[src/rtl/vend_pkg.sv]
// vend_pkg: state encoding and default sizing shared by the vending machine files.
package vend_pkg;
    typedef enum logic [1:0] {IDLE = 2'd0, COLLECT = 2'd1, VEND = 2'd2, CHANGE = 2'd3} state_t;
    localparam int DEF_N_ITEMS = 8;
    localparam int DEF_COIN_W = 5;
    localparam int DEF_CREDIT_W = 8;
    localparam int DEF_STOCK_W = 4;
    localparam int DEF_MAX_CREDIT = 200;
endpackage

[src/rtl/vend_table.sv]
// vend_table: per-item price and stock registers with one write port, a stock decrement port
// and a combinational read by item.
module vend_table #(
    parameter int N_ITEMS = 8,
    parameter int CREDIT_W = 8,
    parameter int STOCK_W = 4,
    parameter int IW = 3
) (
    input  logic                clk,
    input  logic                rst_n,
    input  logic                we,
    input  logic [IW-1:0]       wr_item,
    input  logic [CREDIT_W-1:0] wr_price,
    input  logic [STOCK_W-1:0]  wr_stock,
    input  logic                dec,
    input  logic [IW-1:0]       dec_item,
    input  logic [IW-1:0]       rd_item,
    output logic [CREDIT_W-1:0] rd_price,
    output logic [STOCK_W-1:0]  rd_stock
);
    logic [CREDIT_W-1:0] price [N_ITEMS];
    logic [STOCK_W-1:0]  stock [N_ITEMS];

    always_ff @(posedge clk or negedge rst_n) begin
        if (!rst_n) begin
            for (int i = 0; i < N_ITEMS; i++) begin
                price[i] <= '0;
                stock[i] <= '0;
            end
        end else begin
            for (int i = 0; i < N_ITEMS; i++) begin
                if (we && wr_item == IW'(i)) begin
                    price[i] <= wr_price;
                    stock[i] <= wr_stock;
                end else if (dec && dec_item == IW'(i) && stock[i] != '0)
                    stock[i] <= stock[i] - STOCK_W'(1);
            end
        end
    end

    assign rd_price = price[rd_item];
    assign rd_stock = stock[rd_item];
endmodule

[src/rtl/vending_machine_multi.sv]
// vending_machine_multi: multi-item vending FSM with credit accumulation, sold-out/need-more
// checks, a single vend pulse per purchase and a one-cycle change payout.
module vending_machine_multi import vend_pkg::*; #(
    parameter int N_ITEMS = DEF_N_ITEMS,
    parameter int COIN_W = DEF_COIN_W,
    parameter int CREDIT_W = DEF_CREDIT_W,
    parameter int STOCK_W = DEF_STOCK_W,
    parameter int MAX_CREDIT = DEF_MAX_CREDIT
) (
    input  logic                         clk,
    input  logic                         rst_n,
    input  logic                         coin_valid,
    input  logic [COIN_W-1:0]            coin_val,
    input  logic                         sel_valid,
    input  logic [$clog2(N_ITEMS)-1:0]   sel_item,
    input  logic                         cancel,
    input  logic                         cfg_we,
    input  logic [$clog2(N_ITEMS)-1:0]   cfg_item,
    input  logic [CREDIT_W-1:0]          cfg_price,
    input  logic [STOCK_W-1:0]           cfg_stock,
    output logic                         vend,
    output logic [$clog2(N_ITEMS)-1:0]   vend_item,
    output logic                         change_valid,
    output logic [CREDIT_W-1:0]          change,
    output logic                         coin_reject,
    output logic                         sold_out,
    output logic                         need_more,
    output logic [CREDIT_W-1:0]          credit,
    output logic [1:0]                   state
);
    localparam int IW = $clog2(N_ITEMS);
    localparam logic [CREDIT_W:0] MAXC = (CREDIT_W+1)'(MAX_CREDIT);

    state_t              st;
    logic                sel_ok, cfg_ok, do_cancel, do_sel;
    logic [CREDIT_W-1:0] rd_price;
    logic [STOCK_W-1:0]  rd_stock;
    logic [CREDIT_W:0]   sum, diff;

    if (N_ITEMS == (1 << IW)) begin : g_full
        assign sel_ok = 1'b1;
        assign cfg_ok = 1'b1;
    end else begin : g_part
        assign sel_ok = 32'(sel_item) < N_ITEMS;
        assign cfg_ok = 32'(cfg_item) < N_ITEMS;
    end

    // In VEND the table is addressed by the latched item so the price can be deducted.
    vend_table #(.N_ITEMS(N_ITEMS), .CREDIT_W(CREDIT_W), .STOCK_W(STOCK_W), .IW(IW)) u_tab (
        .clk      (clk),
        .rst_n    (rst_n),
        .we       (cfg_we && cfg_ok && st == IDLE),
        .wr_item  (cfg_item),
        .wr_price (cfg_price),
        .wr_stock (cfg_stock),
        .dec      (st == VEND),
        .dec_item (vend_item),
        .rd_item  (st == VEND ? vend_item : sel_item),
        .rd_price (rd_price),
        .rd_stock (rd_stock)
    );

    assign sum = {1'b0, credit} + (CREDIT_W+1)'(coin_val);
    assign diff = {1'b0, credit} - {1'b0, rd_price};
    assign do_cancel = cancel && st == COLLECT;
    assign do_sel = sel_valid && sel_ok;
    assign state = st;

    always_ff @(posedge clk or negedge rst_n) begin
        if (!rst_n) begin
            st <= IDLE;
            credit <= '0;
            vend <= 1'b0;
            vend_item <= '0;
            change_valid <= 1'b0;
            change <= '0;
            coin_reject <= 1'b0;
            sold_out <= 1'b0;
            need_more <= 1'b0;
        end else begin
            vend <= 1'b0;
            change_valid <= 1'b0;
            change <= '0;
            coin_reject <= 1'b0;
            sold_out <= 1'b0;
            need_more <= 1'b0;
            case (st)
                IDLE, COLLECT: begin
                    if (do_cancel) begin
                        st <= CHANGE;
                        change_valid <= 1'b1;
                        change <= credit;
                        coin_reject <= coin_valid;
                    end else if (do_sel) begin
                        coin_reject <= coin_valid;
                        if (rd_stock == '0)
                            sold_out <= 1'b1;
                        else if (diff[CREDIT_W])
                            need_more <= 1'b1;
                        else begin
                            st <= VEND;
                            vend <= 1'b1;
                            vend_item <= sel_item;
                        end
                    end else if (coin_valid) begin
                        if (sum > MAXC)
                            coin_reject <= 1'b1;
                        else begin
                            credit <= sum[CREDIT_W-1:0];
                            st <= COLLECT;
                        end
                    end
                end
                VEND: begin
                    credit <= diff[CREDIT_W-1:0];
                    st <= diff != '0 ? CHANGE : IDLE;
                    change_valid <= diff != '0;
                    change <= diff[CREDIT_W-1:0];
                    coin_reject <= coin_valid;
                end
                CHANGE: begin
                    credit <= '0;
                    st <= IDLE;
                    coin_reject <= coin_valid;
                end
            endcase
        end
    end
endmodule

[config.mk]
export PLATFORM = sky130hd
export DESIGN_NAME = vending_machine_multi
export DESIGN_NICKNAME = d
export VERILOG_FILES = /design/src/rtl/vend_pkg.sv /design/src/rtl/vend_table.sv /design/src/rtl/vending_machine_multi.sv
export SDC_FILE = /design/constraint.sdc
export NUM_CORES = 1
export LEC_CHECK = 0
export ABC_AREA = 1
export CAP_MARGIN = 30
export CELL_PAD_IN_SITES_DETAIL_PLACEMENT = 1
export CELL_PAD_IN_SITES_GLOBAL_PLACEMENT = 1
export CORE_ASPECT_RATIO = 0.8
export CORE_UTILIZATION = 41
export CTS_BUF_LIST = sky130_fd_sc_hd__clkbuf_4 sky130_fd_sc_hd__clkbuf_8
export CTS_CLUSTER_SIZE = 24
export DETAILED_ROUTE_END_ITERATION = 10
export GPL_ROUTABILITY_DRIVEN = 0
export PLACE_DENSITY_LB_ADDON = 0.1
export SLEW_MARGIN = 20
export SYNTH_ARGS = -nofsm -noshare
export SYNTH_HDL_FRONTEND = slang
export SYNTH_SLANG_ARGS = --single-unit
[constraint.sdc]
create_clock -name clk -period 2.9 [get_ports clk]
set_clock_uncertainty 0.05 [all_clocks]
set_input_delay 0.435 -clock clk [delete_from_list [all_inputs] [get_ports clk]]
set_output_delay 0.435 -clock clk [all_outputs]
set_load 0.01 [all_outputs]
==> results of run 1 <==
## Yosys cell counts
master and number:
nand2_1 249, inv_1 124, dfrtp_1 122, o21ai_0 94, nand3_1 54, nor2_1 40, a21oi_1 39, ha_1 23
o221ai_1 17, clkbuf_1 15, o22ai_1 14, nand4_1 13, inv_2 11, o211ai_1 10, buf_2 8, nor3b_1 8
xnor2_1 8, nand2_2 6, nor3_1 5, a31oi_1 4, nand3b_1 4, xor2_1 3, a22oi_1 2, fa_1 2
o21ai_2 2, o21ai_4 2, o31ai_1 2, a21oi_2 1, a221o_1 1, buf_1 1, buf_6 1, clkinv_2 1
nand3_2 1, nor2_2 1, nor2_4 1, o21ai_1 1
## stage by stage
stage / hold WS, ps / total power, mW / instance area [um^2] / cells
2_1_floorplan: 89.4 / 6.30 / 6860 / 890
4_1_cts: 390 / 10.9 / 8750 / 1235
3_3_place_gp: 402 / 8.26 / 8000 / 1187
3_5_place_dp: 405 / 8.61 / 8000 / 1187
6_report: 415 / 12.2 / 9120 / 1245
5_1_grt: 415 / 12.9 / 9120 / 1245
## worst min-delay path, stage by stage
cell and delay, ps:
dlygate4sd2_1 310, nand2_1 90, o21ai_1 50
## power groups by stage
stage          Combinational (mW)  Sequential, mW  Clock, mW
6_report                     7.51            3.05       1.60
5_1_grt                      8.11            3.13       1.69
4_1_cts                      6.30            2.99       1.61
3_5_place_dp                 5.61            3.01          0
3_3_place_gp                 5.31            2.95          0
2_1_floorplan                3.36            2.94          0
## per-layer routing
layer	vias up	track usage
met4	0	0.0957
met3	59	0.0556
met5	-	0
met2	206	0.477
met1	3491	0.357
li1	3181	-
## placed cells by master, fill, tap and decap left out, drive strengths merged
| master | n |
|---|---|
| fa | 2 |
| ha | 23 |
| clkdlybuf4s50 | 52 |
| buf | 78 |
| dlygate4sd3 | 1 |
| clkinv | 6 |
| nor2 | 42 |
| nand3 | 55 |
| a21oi | 40 |
| o22ai | 14 |
| bufbuf | 1 |
| nand4 | 13 |
| dfrtp | 122 |
| o31ai | 2 |
| o21ai | 99 |
| o211ai | 10 |
| nor3 | 5 |
| nand2 | 255 |
| nor3b | 8 |
| o221ai | 17 |
| inv | 134 |
| clkbuf | 22 |
| a221o | 1 |
| nand3b | 4 |
| a31oi | 4 |
| clkinvlp | 4 |
| a22oi | 2 |
| xnor2 | 8 |
| xor2 | 3 |
| bufinv | 2 |
| dlygate4sd2 | 1 |
## flip-flops by register name (all words and copies together) (netlist names)
| register | cells |
|---|---|
| need_more | 1 |
| state | 2 |
| u_tab.price | 64 |
| change | 8 |
| u_tab.stock | 32 |
| coin_reject | 1 |
| vend | 1 |
| credit | 8 |
| vend_item | 3 |
| change_valid | 1 |
| sold_out | 1 |
## worst min path at each step
stage                startpoint         endpoint  cells past startpoint  slack, ps
global route        sel_item[0]     vend_item[0]                      3        410
detailed placement        rst_n  u_tab.stock[17]                      1        410
global placement          rst_n  u_tab.stock[18]                      1        400
CTS                 sel_item[0]     vend_item[0]                      3        390
floorplan                 rst_n        change[0]                      0         90
finish              sel_item[0]     vend_item[0]                      3        420
## timing repair
action | CTS | global route
cloned | 2 | 0
gates resized for setup | 33 | 74
hold buffers | 1 | 0
endpoints found under the setup margin | 14 | 18
setup buffers | 13 | 10
pin swaps | 19 | 43
endpoints found under the hold margin | 38 | 0
## cells by family after synthesis
logic type / synth area share
and+or+nand+nor: 0.237
AOI/OAI and AO/OA: 0.162
buffers and inverters: 0.0913
DFF: 0.447
adders and majority gates: 0.0480
xor gates and xnor gates: 0.0141
## layout make-up
| type | count | area, um^2 | share of cell area |
|---|---|---|---|
| inverter | 136 | 517 | 0.0567 |
| timing repair buffer | 133 | 1320 | 0.144 |
| sequential | 122 | 3050 | 0.335 |
| clock inverter | 10 | 118 | 0.0129 |
| tap | 215 | 269 | 0.0295 |
| clock buffer | 22 | 290 | 0.0318 |
| multi-input combinational | 607 | 3550 | 0.390 |
==> results.yml, run 1 <==
run_status:
  outcome: "finished, violations left"
  violations: "negative setup slack"
critical_path:
  critPathMaxStageDelay_ps: 480
  reg2reg_depth: 20
  crit_slowest_cell: "fa_2"
  critical_path.max_fanout: 12
  rr_startpoint: "state[0]"
  critPathMostFrequentCell: "nand2_2"
  crit_end: "state[0]"
  cp_top_family: "simple AND/OR/NAND/NOR gates"
  startpoint_type: "flop"
  r2r-end: "state[0]"
  cp.depth: 20
  critical_path_required_ps: 3200
  cp.buffers_inverters: 4
  crit_path_start: "state[0]"
  regToRegSetupSlack_ps: -330
  path_cells: "inv_2 -> nand2_8 -> nand2_2 -> o21ai_4 -> buf_12 -> buf_4 -> a21oi_1 -> o21ai_0 -> a31oi_2 -> fa_2 -> inv_2 -> nand2_1 -> nor2_2 -> nand3_2 -> nor2_1 -> nand4_1 -> nand2_2 -> nand2_2 -> nand3_2 -> nand2_1"
  cp-end-kind: "flop"
  cp.arrival_ps: 3530
  crit_type: "reg2reg"
drt:
  viasPerCell: 5.57
  dr.max_layer_used: "met4"
  route.met3.wl_mm: 1.06
  drc_errors: 0
  detail-route-antenna-nets: 0
  wl_per_cell_um: 20.2
  wl_met1_mm: 10.7
  drt-initial-drc-count: 474
  wl_met2_mm: 12.6
  drt_first_pass_iters: 5
  vias: 6937
  routed_wl_mm: 25.1
die:
  start_util: 0.426
  die_width_um: 146
  core_area_um2: 16000
  io_pins: 55
  die-area_um2: 17200
  die_y_um: 117
  num_rows: 41
timing:
  fmax_mhz: 309
  finalHoldViolations: 0
  fin_crit_sh: 1.12
  rsz0062_at_grt: "true"
  fin_crit_ps: 3230
  fin_ws_ps: -334
  drv_slew: 0
  slew_headroom: 0.606
  tightest_slew_ps: 591
  setup_viol_count_final: 17
  tns_ps: -2460
global_route:
  antenna_found_initial: 0
  grt_max_degree: 60
  grt_pass1_wl_mm: 37.5
  grtUsageTotal: 0.281
  grt_pass1_vias: 7308
  grt.overflow.total: 0
synthesis:
  synth.distinct_cells: 36
  syn_avg_cell_area_um2: 7.67
  ys.warnings.count: 0
  syn_inst: 890
  synth_top_cell_by_area: "dfrtp_1"
  synthesis.area_um2: 6820
  synth_seq_cells: 122
  mappedNetlistNets: 944
  yosysTopAreaCellShare: 0.447
  synth.yosys.seq_area_share: 0.447
  synth_area_leaders: "dfrtp_1 (45%), nand2_1 (14%), o21ai_0 (6.9%)"
placed_design:
  io_buffers: 54
  place_hpwl_mm: 17.1
  pre_cts_ws_ps: -582
pwr:
  power_frac_comb: 0.618
  power_leakage_nw: 4.37
  seq_power_share: 0.251
  clkPwrFrac: 0.131
  power.density_nw_per_um2: 1330
  p_int_mw: 6.60
  ir_drop_v: 0.000544
  p_sw_mw: 5.56
  swShare: 0.457
clock_tree:
  cts_root_buf: "clkbuf_8"
  h-tree-depth: 4
  cts_num_sinks: 122
  cts_tree: "done"
  numCtsBuffers: 17
  clkTransAtPathRegs_ps: 80
  cts_max_path_buffers: 2
  clock_latency_ps: 470
worst_hold_path:
  hp-class: "in2reg"
cells_and_area:
  final_nets: 1071
  fill_cells: 1944
  diodes: 0
  drive_above_1_share: 0.208
  final_util: 0.570
  area_delta_synth_final_pct: 33.6
flow_run:
  maxCapViolCount: 0
Note: power is estimated with default switching activity, not from simulation.
==> inputs of run 2 (changes only) <==
RECOVER_POWER = 50   (was not set)
==> results.yml, run 2 (synthesized netlist as in run 1, its figures left out) <==
timing:
  fin_crit_ps: 3230
  slew_headroom: 0.309
  finalHoldViolations: 0
  rsz0062_at_grt: "true"
  setup_viol_count_final: 17
  drv_slew: 0
  fin_ws_ps: -332
  fmax_mhz: 309
  fin_crit_sh: 1.11
  tightest_slew_ps: 1040
critical_path:
  critPathMostFrequentCell: "nand2_2"
  crit_type: "reg2reg"
  critPathMaxStageDelay_ps: 480
  r2r-end: "state[0]"
  critical_path_required_ps: 3200
  cp-end-kind: "flop"
  regToRegSetupSlack_ps: -330
  path_cells: "inv_2 -> nand2_8 -> nand2_2 -> o21ai_4 -> buf_12 -> buf_4 -> a21oi_1 -> o21ai_0 -> a31oi_2 -> fa_2 -> inv_2 -> nand2_1 -> nor2_2 -> nand3_2 -> nor2_1 -> nand4_1 -> nand2_2 -> nand2_2 -> nand3_2 -> nand2_1"
  reg2reg_depth: 20
  startpoint_type: "flop"
  rr_startpoint: "state[0]"
  cp.arrival_ps: 3530
  crit_slowest_cell: "fa_2"
  critical_path.max_fanout: 12
global_route:
  grt.overflow.total: 0
  grtUsageTotal: 0.281
  grt_max_degree: 60
  grt_pass1_vias: 7308
  grt_pass1_wl_mm: 37.5
  antenna_found_initial: 0
drt:
  detail-route-antenna-nets: 0
  routed_wl_mm: 25.1
  drt_first_pass_iters: 5
  viasPerCell: 5.58
  wl_per_cell_um: 20.2
  drt-initial-drc-count: 474
  vias: 6946
  drc_errors: 0
die:
  die_width_um: 146
  num_rows: 41
  io_pins: 55
  start_util: 0.426
  die-area_um2: 17200
  core_area_um2: 16000
  die_y_um: 117
cells_and_area:
  multiInputGateArea_um2: 3550
  final_nets: 1071
  reg_top3: "u_tab.price x64, u_tab.stock x32"
  top_register: "u_tab.price"
  diodes: 0
  drive_above_1_share: 0.208
  final_util: 0.569
  largest_reg_flops: 64
  mostFrequentLayoutCell: "nand2_1"
  final_cell_mix: "nand2_1 (228), dfrtp_1 (121), inv_1 (117)"
  fill_cells: 1945
  area_delta_synth_final_pct: 33.4
  regArea_um2: 3050
worst_hold_path:
  hold-path-cell-count: 3
  hp-class: "in2reg"
  min_to: "vend_item[0]"
  min_from: "sel_item[0]"
clock_tree:
  numCtsBuffers: 17
  cts_max_path_buffers: 2
  clkTransAtPathRegs_ps: 80
  h-tree-depth: 4
  cts_tree: "done"
  clock_latency_ps: 470
  cts_num_sinks: 122
  cts_root_buf: "clkbuf_8"
pwr:
  p_total_mw: 12.2
  power.density_nw_per_um2: 1340
  power_leakage_nw: 4.38
  ir_drop_v: 0.000545
  clkPwrFrac: 0.131
  seq_power_share: 0.251
  power_frac_comb: 0.618
  swShare: 0.457
  p_sw_mw: 5.56
  p_int_mw: 6.59
run_status:
  violations: "negative setup slack"
  outcome: "finished, violations left"
flow_run:
  maxCapViolCount: 0
placed_design:
  place_hpwl_mm: 17.1
  io_buffers: 54
-- run 2: changes by cell type in the layout (fill, tap and decap cells not counted), sizes merged --
cell | previous run | this run
buf | 78 | 75
clkbuf | 22 | 25
clkdlybuf4s50 | 52 | 48
dlygate4sd3 | 1 | 5
-- run 2: timing repair --
action                                 CTS  global route
setup endpoints to repair               14            18
endpoints found under the hold margin   38             0
cloned                                   2             0
hold buffers                             1             0
resized for setup                       33            74
pin swaps                               19            43
buffers inserted                        13            10
-- run 2: through the flow --
step	hold WS, ps	setup WS (ps)	instance area (um^2)	TNS, ps	std cells
after floorplan	89.4	-6.98	6860	-6.98	890
after global placement	402	-461	8000	-6270	1187
after detailed placement	405	-582	8000	-8250	1187
after CTS	390	-151	8750	-375	1235
after global routing	415	-477	9100	-4450	1245
final	414	-332	9100	-2510	1245
-- run 2: worst max-delay path: cells and delay by family, from the launching register on --
| kind | cells | cell delay [ps] |
|---|---|---|
| DFF | 1 | 390 |
| buffers and inverters | 4 | 520 |
| and+or+nand+nor | 11 | 1000 |
| AOI/OAI and AO/OA | 4 | 650 |
| adders and majority gates | 1 | 480 |
-- run 2: power by group through the flow --
stage	Combinational, mW	Clock (mW)	Sequential, mW
3_3_place_gp	5.31	0	2.95
2_1_floorplan	3.36	0	2.94
4_1_cts	6.30	1.61	2.99
6_report	7.51	1.59	3.05
3_5_place_dp	5.61	0	3.01
5_1_grt	8.10	1.69	3.13
-- run 2: how the worst max path moves through the flow --
stage | startpoint | depth (start not counted) | slack [ps] | to
after global routing | state[0] | 22 | -480 | state[0]
after global placement | sel_item[0] | 19 | -460 | state[0]
after CTS | state[0] | 21 | -150 | state[0]
after detailed placement | sel_item[0] | 19 | -580 | state[0]
final | state[0] | 20 | -330 | state[0]
after floorplan | state[0] | 20 | -7 | state[0]
-- run 2: final cells by class --
class / count / area share
sequential: 122 / 0.336
tap: 215 / 0.0296
clock inverter: 10 / 0.0129
clock buffer: 22 / 0.0319
timing repair buffer: 133 / 0.143
inverter: 136 / 0.0568
multi-input combinational: 607 / 0.390
-- run 2: routing by layer --
layer / GRT usage / share of wire / wire length [um] / vias to the layer above
met3: 0.0556 / 0.042 / 1040 / 57
li1: - / - / - / 3182
met5: 0 / 0 / 0 / -
met1: 0.357 / 0.43 / 10700 / 3504
met2: 0.477 / 0.50 / 12600 / 203
met4: 0.0957 / 0.028 / 708 / 0
==> inputs of run 3 (changes only) <==
ABC_AREA = 0   (was 1)
CORE_UTILIZATION = 42   (was 41)
CTS_CLUSTER_DIAMETER = 200   (was not set)
==> results.yml, run 3 <==
cells_and_area:
  multiInputGateArea_um2: 3610
  area_delta_synth_final_pct: 31.4
  reg_top3: "u_tab.price x64, u_tab.stock x32"
  drive_above_1_share: 0.243
  mostFrequentLayoutCell: "nand2_1"
  diodes: 0
  fill_cells: 1727
  regArea_um2: 3050
  top_register: "u_tab.price"
  final_nets: 917
  fin_cells: 1086
  largest_reg_flops: 64
  final_cell_mix: "nand2_1 (232), dfrtp_1 (121), buf_4 (85)"
pwr:
  p_total_mw: 11.5
  power_frac_comb: 0.588
  p_int_mw: 6.82
  power_leakage_nw: 4.13
  swShare: 0.405
  clkPwrFrac: 0.140
  ir_drop_v: 0.000719
  p_sw_mw: 4.64
  power.density_nw_per_um2: 1310
  seq_power_share: 0.272
die:
  num_rows: 40
  die-area_um2: 16400
  io_pins: 55
  core_area_um2: 15300
  die_y_um: 115
  die_width_um: 143
  start_util: 0.438
drt:
  detail-route-antenna-nets: 0
  routed_wl_mm: 22.4
  viasPerCell: 5.57
  wl_per_cell_um: 20.6
  vias: 6046
  drt-initial-drc-count: 325
  wl_met1_mm: 9.89
  route.met3.wl_mm: 1.03
  drc_errors: 0
  dr.max_layer_used: "met4"
  wl_met2_mm: 11.1
  drt_first_pass_iters: 5
critical_path:
  critPathMaxStageDelay_ps: 410
  startpoint_type: "flop"
  crit_type: "reg2reg"
  cp.arrival_ps: 4010
  path_cells: "nand2b_4 -> buf_6 -> mux2_4 -> mux4_2 -> mux2_4 -> ha_4 -> inv_2 -> fa_2 -> a21oi_4 -> o211ai_1 -> buf_4 -> buf_4 -> o31ai_2 -> and4b_1 -> a31oi_4 -> o221a_2"
  critical_path.max_fanout: 7
  cp-end-kind: "flop"
  crit_slowest_cell: "dfrtp_2"
  critical_path_required_ps: 3190
synthesis:
  synth_ff_type: "dfrtp_1"
  synth_common_cells: "nand2_1 (238), dfrtp_1 (122), nor2_1 (41)"
  yosysTopAreaCellShare: 0.457
  yosysMostFrequentCell: "nand2_1"
  synth.yosys.seq_area_share: 0.457
  synth.distinct_cells: 71
  syn_avg_cell_area_um2: 9.23
  synth_edf_count: 0
  synth_seq_cells: 122
  synth_area_leaders: "dfrtp_1 (46%), nand2_1 (13%), mux4_2 (5.4%)"
  synthesis.area_um2: 6680
  mappedNetlistNets: 778
  ys.warnings.count: 0
  ys_async_sr_fraction: 1.00
  syn_inst: 724
  synth_top_cell_by_area: "dfrtp_1"
clock_tree:
  cts_max_path_buffers: 2
  numCtsBuffers: 17
  h-tree-depth: 4
  cts_root_buf: "clkbuf_8"
  clkTransAtPathRegs_ps: 80
  cts_tree: "done"
  clock_latency_ps: 460
  cts_num_sinks: 122
timing:
  fin_crit_ps: 3720
  fin_ws_ps: -819
  setup_viol_count_final: 21
  fin_crit_sh: 1.28
  rsz0062_at_grt: "true"
  drv_slew: 33
  finalHoldViolations: 0
  tightest_slew_ps: 1800
  fmax_mhz: 269
  slew_headroom: -0.197
global_route:
  grt_max_degree: 43
  antenna_found_initial: 0
  grt_pass1_wl_mm: 35.9
  grt.overflow.total: 0
  grt_pass1_vias: 6602
  grtUsageTotal: 0.292
placed_design:
  dp_cells: 1045
  io_buffers: 54
  place_hpwl_mm: 16.2
run_status:
  outcome: "finished, violations left"
  violations: "max-capacitance violations, max-slew violations, negative setup slack"
worst_hold_path:
  hp-class: "reg2reg"
flow_run:
  maxCapViolCount: 1
-- run 3: cell count changes after synthesis, sizes merged, moves of 11 or more --
cell    before  now
o21ai       99   12
mux2         0   13
nand3       55   25
inv        135   30
a21oi       40   20
clkbuf      15   26
nand2      255  239
mux4         0   16
-- run 3: final timing paths --
check | startpoint | end | slack, ps | depth (start not counted)
setup / recovery | state[0] | state[0] | -820 | 16
hold / removal | u_tab.price[12] | u_tab.price[12] | 430 | 2
setup reg to reg | state[0] | state[0] | -820 | 16
hold reg to reg | u_tab.price[12] | u_tab.price[12] | 430 | 2
max in group asynchronous | rst_n | state[0] | 240 | 3
min in group asynchronous | rst_n | u_tab.stock[26] | 950 | 2
-- run 3: critical path: cells and delay by family (launching register included) --
kind	cells	cell delay, ps
AO/OA/AOI/OAI	5	930
adder cells (fa/ha/maj)	2	520
buffers and inverters	4	460
flip-flops	1	410
multiplexers	3	780
AND/OR/NAND/NOR	2	450
-- run 3: cells by family after synthesis --
group / after synthesis / synth area share
xor gates and xnor gates: 10 / 0.0131
AOI/OAI and AO/OA: 104 / 0.115
adders and majority gates: 25 / 0.0491
buffers and inverters: 64 / 0.0401
muxes: 37 / 0.0901
DFF: 122 / 0.457
and+or+nand+nor: 362 / 0.235
-- run 3: what timing repair did --
action | in CTS | in global routing
pin swaps | 13 | 16
gates resized for setup | 31 | 16
hold buffers | 1 | 0
gates cloned | 0 | 0
buffers inserted | 6 | 4
hold endpoints to repair | 29 | 0
setup endpoints to repair | 23 | 24
-- run 3: final cells by class --
cell class                 count  area share
sequential                   122       0.348
clock inverter                12      0.0160
timing repair buffer         153       0.150
multi-input combinational    538       0.412
clock buffer                  20      0.0314
inverter                      31      0.0133
tap                          210      0.0299
-- run 3: layer usage --
metal | global-route usage | vias up
li1 | - | 2778
met1 | 0.373 | 3100
met2 | 0.499 | 136
met3 | 0.0629 | 32
met4 | 0.0910 | 0
met5 | 0 | -
-- run 3: through the flow --
step	hold WS, ps	setup TNS [ps]	util	worst slack (ps)	area [um^2]
final	432	-10330	0.575	-819	8780
after CTS	417	-9440	0.570	-756	8690
after floorplan	89.4	-8150	-	-736	6730
after detailed placement	363	-18440	0.529	-1230	8070
after global placement	351	-16110	0.529	-1020	8070
after global routing	451	-16260	0.575	-892	8780
-- run 3: power groups by stage --
stage          registers, mW  clock network (mW)  logic [mW]
2_1_floorplan           3.00                   0        3.19
3_3_place_gp            3.05                   0        5.41
3_5_place_dp            3.11                   0        5.70
4_1_cts                 3.09                1.63        6.31
5_1_grt                 3.19                1.71        7.32
6_report                3.12                1.60        6.74
